`src/rtl/k30p_pkg.sv`:
```
// Shared k30p controller definitions: bus polarity, CPU-space function code and
// interrupt-acknowledge sequencer states.
package k30p_pkg;

    localparam logic [2:0] FC_CPU_SPACE = 3'b111;

    // All k30p bus strobes and IRQ lines are active-low.
    localparam logic ACTIVE   = 1'b0;
    localparam logic INACTIVE = 1'b1;

    typedef logic [2:0] iack_state_t;

    localparam iack_state_t IDLE   = 3'd0;
    localparam iack_state_t DECODE = 3'd1;
    localparam iack_state_t S_ACK  = 3'd2;
    localparam iack_state_t V_ACK  = 3'd3;
    localparam iack_state_t AVEC   = 3'd4;
    localparam iack_state_t BERR   = 3'd5;
    localparam iack_state_t DONE   = 3'd6;

    // True when VME IRQ line `lvl` (1-7) is asserted in an active-low vector.
    function automatic logic vme_level_active(input logic [6:0] irq_n, input logic [2:0] lvl);
        if (lvl == 3'd0) begin
            return 1'b0;
        end
        return irq_n[lvl - 3'd1] == ACTIVE;
    endfunction

endpackage

```
`src/rtl/irq_priority_encoder.sv`:
```
// Combinational priority encoder: seven synchronised VME IRQs plus the serial
// interrupt to the highest pending level (0 = none).
module irq_priority_encoder
    import k30p_pkg::*;
#(
    parameter int unsigned SERIAL_LEVEL = 5
) (
    input  logic [6:0] vme_irq_n_i,
    input  logic       serial_irq_n_i,
    output logic [2:0] level_o
);

    always_comb begin
        level_o = 3'd0;
        for (int i = 0; i < 7; i++) begin
            if (vme_irq_n_i[i] == ACTIVE) begin
                level_o = 3'(i + 1);
            end
        end
        if (serial_irq_n_i == ACTIVE && 3'(SERIAL_LEVEL) > level_o) begin
            level_o = 3'(SERIAL_LEVEL);
        end
    end

endmodule

```
`src/rtl/iack_sequencer.sv`:
```
// Presents pending VME/serial interrupts on the 68030 IPL pins and runs each
// interrupt-acknowledge cycle to a vector, autovector or bus error.
module iack_sequencer
    import k30p_pkg::*;
#(
    parameter int unsigned SERIAL_LEVEL   = 5,
    parameter logic [7:0]  AVEC_MASK      = 8'h00,
    parameter int unsigned TIMEOUT_CYCLES = 64
) (
    input  logic       clk,
    input  logic       reset,
    input  logic [6:0] vme_irq,
    input  logic       serial_irq,
    output logic [2:0] cpu_ipl,
    input  logic       cpu_as,
    input  logic [2:0] cpu_fc,
    input  logic [2:0] cpu_addr,
    output logic       vme_iack,
    input  logic       vme_dtack,
    output logic       serial_iack,
    input  logic       serial_dtack,
    output logic       cpu_avec,
    output logic       cpu_berr
);

    localparam int unsigned CntW = $clog2(TIMEOUT_CYCLES);
    localparam logic [CntW-1:0] CntLast = CntW'(TIMEOUT_CYCLES - 1);

    // Sync bus layout: {serial_dtack, vme_dtack, serial_irq, vme_irq[6:0]}
    logic [9:0] sync1_q, sync2_q;
    logic [6:0] vme_irq_s;
    logic       serial_irq_s, vme_dtack_s, serial_dtack_s;

    always_ff @(posedge clk or negedge reset) begin
        if (!reset) begin
            sync1_q <= '1;
            sync2_q <= '1;
        end else begin
            sync1_q <= {serial_dtack, vme_dtack, serial_irq, vme_irq};
            sync2_q <= sync1_q;
        end
    end

    assign vme_irq_s      = sync2_q[6:0];
    assign serial_irq_s   = sync2_q[7];
    assign vme_dtack_s    = sync2_q[8];
    assign serial_dtack_s = sync2_q[9];

    logic [2:0] level;
    logic [2:0] ipl_q;

    irq_priority_encoder #(
        .SERIAL_LEVEL(SERIAL_LEVEL)
    ) u_encoder (
        .vme_irq_n_i   (vme_irq_s),
        .serial_irq_n_i(serial_irq_s),
        .level_o       (level)
    );

    always_ff @(posedge clk or negedge reset) begin
        if (!reset) begin
            ipl_q <= 3'b111;
        end else begin
            ipl_q <= ~level;
        end
    end

    assign cpu_ipl = ipl_q;

    iack_state_t     state_q, state_d;
    logic [2:0]      lvl_q, lvl_d;
    logic [CntW-1:0] cnt_q, cnt_d;
    logic            vme_iack_q, vme_iack_d;
    logic            serial_iack_q, serial_iack_d;
    logic            avec_q, avec_d;
    logic            berr_q, berr_d;
    logic            iack_det;

    assign iack_det = (cpu_as == ACTIVE) && (cpu_fc == FC_CPU_SPACE) && (cpu_addr != 3'd0);

    always_comb begin
        state_d       = state_q;
        lvl_d         = lvl_q;
        cnt_d         = cnt_q;
        vme_iack_d    = vme_iack_q;
        serial_iack_d = serial_iack_q;
        avec_d        = avec_q;
        berr_d        = berr_q;

        // AS negation ends the cycle from any active state, normal or aborted.
        if (state_q != IDLE && cpu_as == INACTIVE) begin
            state_d       = IDLE;
            vme_iack_d    = INACTIVE;
            serial_iack_d = INACTIVE;
            avec_d        = INACTIVE;
            berr_d        = INACTIVE;
        end else begin
            unique case (state_q)
                IDLE: begin
                    if (iack_det) begin
                        state_d = DECODE;
                        lvl_d   = cpu_addr;
                    end
                end
                DECODE: begin
                    cnt_d = '0;
                    if (serial_irq_s == ACTIVE && lvl_q == 3'(SERIAL_LEVEL)) begin
                        state_d       = S_ACK;
                        serial_iack_d = ACTIVE;
                    end else if (AVEC_MASK[lvl_q]) begin
                        state_d = AVEC;
                        avec_d  = ACTIVE;
                    end else if (vme_level_active(vme_irq_s, lvl_q)) begin
                        state_d    = V_ACK;
                        vme_iack_d = ACTIVE;
                    end else begin
                        state_d = BERR;
                        berr_d  = ACTIVE;
                    end
                end
                S_ACK: begin
                    if (serial_dtack_s == ACTIVE) begin
                        state_d = DONE;
                    end else if (cnt_q == CntLast) begin
                        state_d       = BERR;
                        serial_iack_d = INACTIVE;
                        berr_d        = ACTIVE;
                    end else begin
                        cnt_d = cnt_q + CntW'(1);
                    end
                end
                V_ACK: begin
                    if (vme_dtack_s == ACTIVE) begin
                        state_d = DONE;
                    end else if (cnt_q == CntLast) begin
                        state_d    = BERR;
                        vme_iack_d = INACTIVE;
                        berr_d     = ACTIVE;
                    end else begin
                        cnt_d = cnt_q + CntW'(1);
                    end
                end
                AVEC, BERR: begin
                    state_d = DONE;
                end
                DONE: begin
                    state_d = DONE;
                end
                default: begin
                    state_d       = IDLE;
                    vme_iack_d    = INACTIVE;
                    serial_iack_d = INACTIVE;
                    avec_d        = INACTIVE;
                    berr_d        = INACTIVE;
                end
            endcase
        end
    end

    always_ff @(posedge clk or negedge reset) begin
        if (!reset) begin
            state_q       <= IDLE;
            lvl_q         <= 3'd0;
            cnt_q         <= '0;
            vme_iack_q    <= INACTIVE;
            serial_iack_q <= INACTIVE;
            avec_q        <= INACTIVE;
            berr_q        <= INACTIVE;
        end else begin
            state_q       <= state_d;
            lvl_q         <= lvl_d;
            cnt_q         <= cnt_d;
            vme_iack_q    <= vme_iack_d;
            serial_iack_q <= serial_iack_d;
            avec_q        <= avec_d;
            berr_q        <= berr_d;
        end
    end

    assign vme_iack    = vme_iack_q;
    assign serial_iack = serial_iack_q;
    assign cpu_avec    = avec_q;
    assign cpu_berr    = berr_q;

endmodule

```
`config.mk`:
```
export PLATFORM = sky130hd
export DESIGN_NAME = iack_sequencer
export DESIGN_NICKNAME = d
export VERILOG_FILES = /design/src/rtl/k30p_pkg.sv /design/src/rtl/irq_priority_encoder.sv /design/src/rtl/iack_sequencer.sv
export SDC_FILE = /design/constraint.sdc
export NUM_CORES = 1
export LEC_CHECK = 0
export ABC_CLOCK_PERIOD_IN_PS = 2320
export CORE_ASPECT_RATIO = 0.7
export CORE_MARGIN = 8
export CORE_UTILIZATION = 50
export CTS_BUF_LIST = sky130_fd_sc_hd__clkbuf_4
export DETAILED_ROUTE_END_ITERATION = 10
export PLACE_DENSITY = 0.77
export SLEW_MARGIN = 20
export SYNTH_ARGS = -nofsm -noshare
export SYNTH_HDL_FRONTEND = slang
export SYNTH_SLANG_ARGS = --single-unit
```
`constraint.sdc`:
```
create_clock -name clk -period 2.32 [get_ports clk]
set_clock_uncertainty 0.2 [all_clocks]
set_input_delay 0.348 -clock clk [delete_from_list [all_inputs] [get_ports clk]]
set_output_delay 0.348 -clock clk [all_outputs]
set_load 0.01 [all_outputs]
```
==> results.ini, run 1 <==
[logic_synthesis]
syn-num-nets = 188
synth_top_area_share = 0.387
synth-edff-count = 0
netlist_instances = 165
async_flop_share = 1.00
synth-seq-cells = 39
synthFlopType = dfstp_2
synth_warnings = 0
synth_area_per_cell_um2 = 11.1
yosysMostFrequentCell = dfstp_2
synth_top_area_cell = dfstp_2
ys_seq_area_frac = 0.550
yosys-top-cells-count = dfstp_2, nand2_1, dfrtp_1
synth_cell_types = 47
synth.top_cells.by_area = dfstp_2, dfrtp_1, nand2_1
synth.cell_area_um2 = 1830

[floorplanning]
die_area_um2 = 5890
die_h_um = 66.7
coreArea_um2 = 3510
pin_count = 26
start_util = 0.522
dieWidth_um = 88.4
rows = 18

[placement]
dpl_cell_area_um2 = 2180
hpwlAfterDp_um = 2800
io_buffers = 25
place_congestion = 0.840
dp_slack_ps = -64.8

[setup_path]
rr_startpoint = lvl_q[0]$_DFFE_PN0P_
path_depth = 7
r2r_cells = 7
cp-end-kind = flop
crit-reg2reg-capture = state_q[2]$_DFFE_PN0P_
worstPathArrival_ps = 2440
path_cells = inv_2 > ha_4 > mux2_4 > mux4_2 > o32ai_4 > inv_1 > a32o_1
ff2ff_setup_slack_ps = -60
worst-setup-path-type = reg2reg
required_ps = 2390
cp-start-kind = flop
slowest_delay_ps = 490
crit_path_top_delay_cell = mux4_2
cpLargestDelayFamily = multiplexers
worstPathMaxFanout = 6
crit_buf_inv = 2

[detailed_routing]
wl_met3_um = 303
first_pass_iters = 4
top_layer_used = met4
drtAntennaViolNets = 0
wl_met1_um = 1740
drc = 0
vias = 1395
dr_wl_met2_um = 1760
drt_iter0_drc = 165
wirelength_um = 3870
viasPerCell = 5.58
wl_per_cell_um = 15.5

[timing]
setup_viol = 2
fin_crit_sh = 1.02
final.setup.worst_slack_ps = -56.9
max_freq_mhz = 421
rsz0062_at_grt = true
final_hold_viol_count = 0
period_needed_ps = 2380
tightest_slew_ps = 473
relSlewSlack = 0.685
slew_violations = 0

[pwr]
vdd_drop_max_uv = 564
power_density_nw_per_um2 = 1110
p_leak_nw = 0.962

[global_routing]
globalRouteOverflowTotal = 0
grt_pass1_vias = 1358
track_usage = 0.146
grt_max_degree = 40
grt_pass1_wl_um = 6580
antenna_found_initial = 0

[cts]
clock_latency_ps = 360
clock-sinks = 39
cts.clk_slew.worst_paths_ps = 130
cts_made_buffers = 5
cts_hold_buffers = 0
clockRootBuffer = clkbuf_4
tritoncts = done
clk_path_buf_depth = 2
htreeDepth = 2

[final_layout]
multiInputGateArea_um2 = 783
nFillCells = 272
drive_gt1_frac = 0.290
final_area_um2 = 2300
nNetsFinal = 222
seq_area_um2 = 1010
antennaDiodeCount = 0
final_util = 0.653
synthToLayoutAreaGrowth_pct = 25.2

[status]
violations = setup timing
outcome = finished with violations

[min_path]
min_path_type = reg2reg
min_path_cells = 0
worstHoldEndpoint = sync2_q[7]$_DFF_PN1_
hp-start = sync1_q[7]$_DFF_PN1_

[run]
max-cap-violations = 0

==> registers in the layout (all words and copies together) (netlist names) <==
register     count
vme_iack         1
sync1_q         10
cpu_avec         1
sync2_q         10
state_q          3
lvl_q            3
cpu_berr         1
serial_iack      1
cpu_ipl          3
cnt_q            6
==> layout make-up <==
type,count,share of cell area
Tap cell,50,0.0272
Timing Repair Buffer,35,0.142
Clock buffer,5,0.0163
Clock inverter,3,0.0207
Sequential cell,39,0.440
Multi-Input combinational cell,110,0.341
Inverter,8,0.0131
==> cells by family (layout without fill, tap and decap cells) <==
group,Yosys count,count (layout),synth area share
compound gates,43,43,0.170
fa+ha+maj,4,4,0.0273
buf+inv,16,51,0.0334
flops,39,39,0.550
mux,7,7,0.0587
simple gates,56,56,0.160
==> per-layer routing <==
| metal | track usage | vias up |
|---|---|---|
| li1 | - | 664 |
| met1 | 0.192 | 659 |
| met2 | 0.216 | 63 |
| met3 | 0.0455 | 9 |
| met4 | 0.0629 | 0 |
| met5 | 0 | - |
==> power by group <==
| group | switching [mW] | leakage, nW | internal [mW] |
|---|---|---|---|
| registers | 0.170 | 0.439 | 0.834 |
| clock network | 0.240 | 0.0458 | 0.232 |
| logic | 0.480 | 0.477 | 0.601 |
| total | 0.890 | 0.962 | 1.67 |
==> repair_timing <==
| action | 4_1_cts | 5_1_grt |
|---|---|---|
| gates resized for setup | 2 | 1 |
| setup endpoints to repair | 2 | 3 |
| setup buffers | 2 | 1 |
| cloned | 0 | 0 |
| pin swaps | 1 | 1 |
| endpoints found under the hold margin | 0 | 0 |
==> worst max-delay path by stage <==
stage,startpoint,endpoint
finish,lvl_q[0]$_DFFE_PN0P_,state_q[2]$_DFFE_PN0P_
global route,lvl_q[0]$_DFFE_PN0P_,state_q[2]$_DFFE_PN0P_
CTS,lvl_q[0]$_DFFE_PN0P_,state_q[2]$_DFFE_PN0P_
detailed placement,lvl_q[0]$_DFFE_PN0P_,state_q[2]$_DFFE_PN0P_
global placement,lvl_q[0]$_DFFE_PN0P_,state_q[2]$_DFFE_PN0P_
floorplan,lvl_q[0]$_DFFE_PN0P_,state_q[2]$_DFFE_PN0P_
==> per-stage QoR <==
stage | std cells | setup TNS (ps) | hold WS (ps) | total power, mW
after global routing | 250 | -270 | 161 | 2.72
after detailed placement | 239 | -64.8 | 147 | 2.00
final | 250 | -77.5 | 164 | 2.56
after floorplan | 165 | -48.6 | -148 | 1.70
after CTS | 249 | -60.2 | 165 | 2.55
after global placement | 239 | -6.96 | 145 | 1.93
==> cell usage in the layout, fill, tap and decap left out, types with 6 or more instances in the layout <==
| cell type | count |
|---|---|
| dfstp_2 | 27 |
| buf_4 | 10 |
| a21oi_1 | 9 |
| nand2_1 | 17 |
| clkdlybuf4s50_1 | 25 |
| o21ai_0 | 11 |
| nor2_1 | 7 |
| inv_1 | 6 |
| dfrtp_1 | 12 |
No activity file was read; power rests on OpenSTA's default activity.
==> run 2: changes to the inputs <==
- CTS_BUF_LIST: sky130_fd_sc_hd__clkbuf_4 -> sky130_fd_sc_hd__clkbuf_8
==> run 2 against run 1 <==
- the flow still finishes with violations (setup timing)
- critical path depth unchanged
- total power increased by 4.6%
- maximum frequency decreased by 0.18%
- final area increased by 1.7%
==> results.ini, run 2 (same netlist as run 1, synthesis figures left out) <==
[status]
outcome = finished with violations
violations = setup timing

[cts]
clk_path_buf_depth = 2  ; unchanged
htreeDepth = 2  ; unchanged
clock-sinks = 39  ; unchanged
cts_hold_buffers = 0  ; unchanged
cts.clk_slew.worst_paths_ps = 80  ; -50 ps
cts_made_buffers = 5  ; unchanged
tritoncts = done
clock_latency_ps = 300  ; -60 ps
clockRootBuffer = clkbuf_8

[run]
max-cap-violations = 0  ; unchanged

[global_routing]
grtUsageMet3 = 0.0467  ; +0.00123
globalRouteOverflowTotal = 0  ; unchanged
grt.busiest_layer = met2
grt_pass1_wl_um = 6550  ; -0.52%
grt_max_degree = 40  ; unchanged
track_usage = 0.145  ; -0.00105
grt_pass1_vias = 1378  ; +1.5%
grt_use_met1 = 0.187  ; -0.00448
use_met2 = 0.212  ; -0.00464
antenna_found_initial = 0  ; unchanged

[detailed_routing]
viasPerCell = 5.62  ; +0.72%
wl_per_cell_um = 15.2  ; -1.8%
first_pass_iters = 4  ; unchanged
drtAntennaViolNets = 0  ; unchanged
drc = 0  ; unchanged
drt_iter0_drc = 109  ; -34%
vias = 1405  ; +0.72%
wirelength_um = 3800  ; -1.8%

[setup_path]
worstPathArrival_ps = 2370  ; -70 ps
slowest_delay_ps = 490  ; about the same
cp-start-kind = flop
worst-setup-path-type = reg2reg
cpLargestDelayFamily = multiplexers
ff2ff_setup_slack_ps = -60  ; about the same
cp-end-kind = flop
crit_buf_inv = 2  ; unchanged
crit_path_top_delay_cell = mux4_2
worstPathMaxFanout = 6  ; unchanged
path_cells = inv_2 > ha_4 > mux2_4 > mux4_2 > o32ai_4 > inv_1 > a32o_1
required_ps = 2310  ; -80 ps

[final_layout]
antennaDiodeCount = 0  ; unchanged
synthToLayoutAreaGrowth_pct = 27.3
mostFrequentLayoutCells = dfstp_2, clkdlybuf4s50_1, nand2_1, dfrtp_1, o21ai_0
top_regs = sync1_q (10), sync2_q (10), cnt_q (6)
final_common_cell = dfstp_2
final_util = 0.665  ; +0.0110
final_cells = 250  ; unchanged
nNetsFinal = 222  ; unchanged
drive_gt1_frac = 0.295  ; +0.00500

[timing]
fin_tns_setup_ps = -103  ; -25.4 ps
tightest_slew_ps = 480  ; +7.44 ps
setup_viol = 2  ; unchanged
final.setup.worst_slack_ps = -61.1  ; -4.27 ps
final_hold_viol_count = 0  ; unchanged
relSlewSlack = 0.680  ; -0.00496
slew_violations = 0  ; unchanged
max_freq_mhz = 420  ; -0.18%
period_needed_ps = 2380  ; +4.27 ps
rsz0062_at_grt = true
fin_crit_sh = 1.03  ; +0.00184

[min_path]
min_path_type = reg2reg

[floorplanning]
rows = 18  ; unchanged
dieWidth_um = 88.4  ; unchanged
pin_count = 26  ; unchanged
coreArea_um2 = 3510  ; unchanged
die_area_um2 = 5890  ; unchanged
die_h_um = 66.7  ; unchanged
start_util = 0.522  ; unchanged

[pwr]
vdd_drop_max_uv = 614  ; +9.0%
power_density_nw_per_um2 = 1150  ; +2.8%
p_leak_nw = 0.981  ; +1.9%
p_total_mw = 2.68  ; +4.6%

[placement]
hpwlAfterDp_um = 2800  ; unchanged
io_buffers = 25  ; unchanged
placed_cells = 239  ; unchanged
place_congestion = 0.840  ; unchanged

==> run 2: cell counts in the layout (fill, tap and decap cells not counted) <==
Identical to the previous run, type by type.
==> run 2: final cells by class <==
type	instances	area [µm²]
fillers	264	1180
flip-flops and latches	39	1010
multi-input cells	110	791
repair buffers	35	325
clock buffers	5	68.8
well taps	50	62.6
clock inverters	3	47.5
inverters	8	30.0
==> run 2: worst paths after layout <==
check / from / to / cells past startpoint
hold reg to reg: sync1_q[7]$_DFF_PN1_ / sync2_q[7]$_DFF_PN1_ / 0
min in group asynchronous: reset / cnt_q[1]$_DFFE_PN0P_ / 2
hold / removal: sync1_q[7]$_DFF_PN1_ / sync2_q[7]$_DFF_PN1_ / 0
setup / recovery: lvl_q[0]$_DFFE_PN0P_ / state_q[2]$_DFFE_PN0P_ / 7
max in group asynchronous: reset / vme_iack$_DFFE_PN1P_ / 2
setup reg to reg: lvl_q[0]$_DFFE_PN0P_ / state_q[2]$_DFFE_PN0P_ / 7
==> run 2: what timing repair did <==
item,in CTS,in global routing
pin swaps,0,2
setup endpoints to repair,2,3
setup buffers,2,1
cloned,0,0
gates resized for setup,0,4
==> run 2: stage by stage <==
stage | worst slack (ps) | area [µm²] | hold slack, ps
floorplan | -48.6 | 1850 | -148
global placement | -6.96 | 2180 | 145
detailed placement | -64.8 | 2180 | 147
CTS | -51.3 | 2310 | 159
global route | -146 | 2330 | 162
finish | -61.1 | 2330 | 158
==> run 2: routing by layer <==
layer | wire length [µm] | vias up | part of all wire
met5 | 0 | - | 0
met4 | 97 | 0 | 0.026
met3 | 310 | 11 | 0.082
met2 | 1730 | 59 | 0.46
met1 | 1660 | 673 | 0.44
li1 | - | 662 | -
==> run 2: worst register-to-register path: cells and delay by family (launching register included) <==
family / cells / cell delay [ps]
fa+ha+maj: 1 / 300
compound gates: 2 / 490
buf+inv: 2 / 130
flops: 1 / 360
mux: 2 / 800
==> run 2: report_power, final <==
group	switching (mW)	internal (mW)
Combinational	0.478	0.620
Sequential	0.168	0.834
Clock	0.249	0.326
Total	0.895	1.78
==> run 3: changes to the inputs <==
- ABC_AREA: not set -> 1
- RECOVER_POWER: not set -> 25
==> run 3 against run 2 <==
- the flow now finishes without violations
- worst hold slack lost 0.51 ps
- sequential share of layout area grew 1.6 points
- worst setup slack gained 450 ps
- first-iteration DRC count grew 23%
- synthesized area shrank 0.61%
- sequential power shrank 9.7%
- global-route usage shrank 1.4 points
- wire length shrank 10%
- largest cell class unchanged
==> results.ini, run 3 <==
[setup_path]
cp-start-kind = flop
required_ps = 1770  ; -540 ps
path_cells = clkdlybuf4s50_1
cp-end-kind = primary output
crit_buf_inv = 1  ; -1
slowest_delay_ps = 550  ; +60 ps
worst-setup-path-type = reg2out
ff2ff_setup_slack_ps = 490  ; +550 ps
cpLargestDelayFamily = flip-flops
worstPathMaxFanout = 3  ; -3
crit-reg2reg-capture = cpu_berr$_DFFE_PN1P_
r2r_cells = 11  ; +4
crit_path_top_delay_cell = dfstp_2
rr_startpoint = lvl_q[0]$_DFFE_PN0P_
worstPathArrival_ps = 1380  ; -990 ps

[global_routing]
antenna_found_initial = 0  ; unchanged
track_usage = 0.131  ; -0.0138
grt_pass1_wl_um = 6020  ; -8.0%
grt_pass1_vias = 1297  ; -5.9%
globalRouteOverflowTotal = 0  ; unchanged
grt_max_degree = 40  ; unchanged

[final_layout]
antennaDiodeCount = 0  ; unchanged
drive_gt1_frac = 0.286  ; -0.00929
final_cells = 281  ; +12%
final_area_um2 = 2250  ; -3.5%
top_regs = sync1_q (10), sync2_q (10), cnt_q (6)
nNetsFinal = 253  ; +14%
synthToLayoutAreaGrowth_pct = 23.6
mostFrequentLayoutCells = nand2_1, dfstp_2, inv_1, nand3_1
final_common_cell = nand2_1

[logic_synthesis]
synth.top_cells.by_area = dfstp_2, dfrtp_1, nand2_1
yosysMostFrequentCell = nand2_1
synth.cell_area_um2 = 1820  ; -0.61%
async_flop_share = 1.00  ; unchanged
synth_top_area_share = 0.389  ; +0.00239
synth-seq-cells = 39  ; unchanged
synth_area_per_cell_um2 = 9.25  ; -17%
ys_seq_area_frac = 0.554  ; +0.00340
synth-edff-count = 0  ; unchanged
synth_cell_types = 27  ; -43%
netlist_instances = 197  ; +19%
synth_warnings = 0  ; unchanged
syn-num-nets = 220  ; +17%
synthFlopType = dfstp_2
synth_top_area_cell = dfstp_2
yosys-top-cells-count = nand2_1, dfstp_2, inv_1

[floorplanning]
start_util = 0.519  ; -0.00321
die_area_um2 = 5870  ; -0.48%
die_h_um = 66.5  ; -0.23%
pin_count = 26  ; unchanged
rows = 18  ; unchanged
coreArea_um2 = 3510  ; unchanged
dieWidth_um = 88.2  ; -0.25%

[cts]
cts_made_buffers = 5  ; unchanged
htreeDepth = 2  ; unchanged
tritoncts = done
postCtsSetupBuffers = 0  ; -2
clockRootBuffer = clkbuf_8
cts_hold_buffers = 0  ; unchanged
cts_resized = 0  ; unchanged
cts.clk_slew.worst_paths_ps = 80  ; about the same
clock_latency_ps = 290  ; about the same
clk_path_buf_depth = 2  ; unchanged
clock-sinks = 39  ; unchanged

[timing]
max_freq_mhz = 518  ; +23%
tightest_slew_ps = 896  ; +416 ps
fin_tns_setup_ps = 0  ; +103 ps
fin_crit_sh = 0.831  ; -0.195
slew_violations = 0  ; unchanged
rsz0062_at_grt = false
setup_viol = 0  ; -2
final_hold_viol_count = 0  ; unchanged
period_needed_ps = 1930  ; -452 ps
timing.hold.ws_ps = 157  ; -0.510 ps
relSlewSlack = 0.403  ; -0.277

[detailed_routing]
drtAntennaViolNets = 0  ; unchanged
drt_iter0_drc = 134  ; +23%
viasPerCell = 4.84  ; -14%
drc = 0  ; unchanged
vias = 1361  ; -3.1%
wirelength_um = 3410  ; -10%
wl_per_cell_um = 12.1  ; -20%
first_pass_iters = 4  ; unchanged

[min_path]
worstHoldEndpoint = sync2_q[7]$_DFF_PN1_
hp-start = sync1_q[7]$_DFF_PN1_
min_path_type = reg2reg
min_path_cells = 0  ; unchanged

[placement]
place_congestion = 0.850  ; +1.2%
dpl_cell_area_um2 = 2140  ; -1.9%
io_buffers = 25  ; unchanged
placed_cells = 273  ; +14%
hpwlAfterDp_um = 2630  ; -6.0%

[pwr]
vdd_drop_max_uv = 509  ; -17%
p_total_mw = 2.37  ; -11%
power_density_nw_per_um2 = 1050  ; -8.2%
p_leak_nw = 1.04  ; +5.7%

[status]
outcome = complete, no violations

[run]
max-cap-violations = 0  ; unchanged

[run 3: worst max-delay path by stage]
stage	slack (ps)	to	startpoint	cells past startpoint
floorplan	650	cpu_berr$_DFFE_PN1P_	lvl_q[0]$_DFFE_PN0P_	11
global placement	460	cnt_q[5]$_DFFE_PN0P_	cpu_as	8
detailed placement	480	cnt_q[5]$_DFFE_PN0P_	cpu_as	8
CTS	370	cpu_berr	cpu_berr$_DFFE_PN1P_	1
global route	330	cpu_berr$_DFFE_PN1P_	lvl_q[0]$_DFFE_PN0P_	11
finish	390	cpu_berr	cpu_berr$_DFFE_PN1P_	1
[run 3: routing by layer]
metal	vias to the layer above	wire, µm	GRT usage
li1	700	-	-
met1	611	1740	0.187
met2	45	1370	0.178
met3	5	260	0.0430
met4	0	36	0.0461
met5	-	0	0
[run 3: kinds of logic (layout without fill, tap and decap cells)]
logic type / Yosys count / after routing / synth area share
buf+inv: 25 / 59 / 0.0556
fa+ha+maj: 4 / 4 / 0.0275
flops: 39 / 39 / 0.554
xor+xnor: 3 / 3 / 0.0144
simple gates: 96 / 96 / 0.236
compound gates: 30 / 30 / 0.113
[run 3: cell type report]
type                       instances  area, µm²
clock buffer                       5       68.8
clock inverter                     3       47.5
fill                             291       1260
inverter                          24       90.1
multi-input combinational        133        712
sequential                        39       1010
tap                               50       62.6
timing repair buffer              27        263
[run 3: where the power goes]
group          leakage, nW  internal [mW]  switching (mW)
Clock               0.0587          0.326           0.248
Sequential           0.440          0.812          0.0915
Combinational        0.538          0.338           0.555
Total                 1.04           1.48           0.895
[run 3: per-stage QoR]
stage / setup slack, ps / utilization
after CTS: 373 / 0.642
final: 391 / 0.641
after global routing: 325 / 0.641
after detailed placement: 480 / 0.609
after global placement: 463 / 0.609
after floorplan: 652 / -
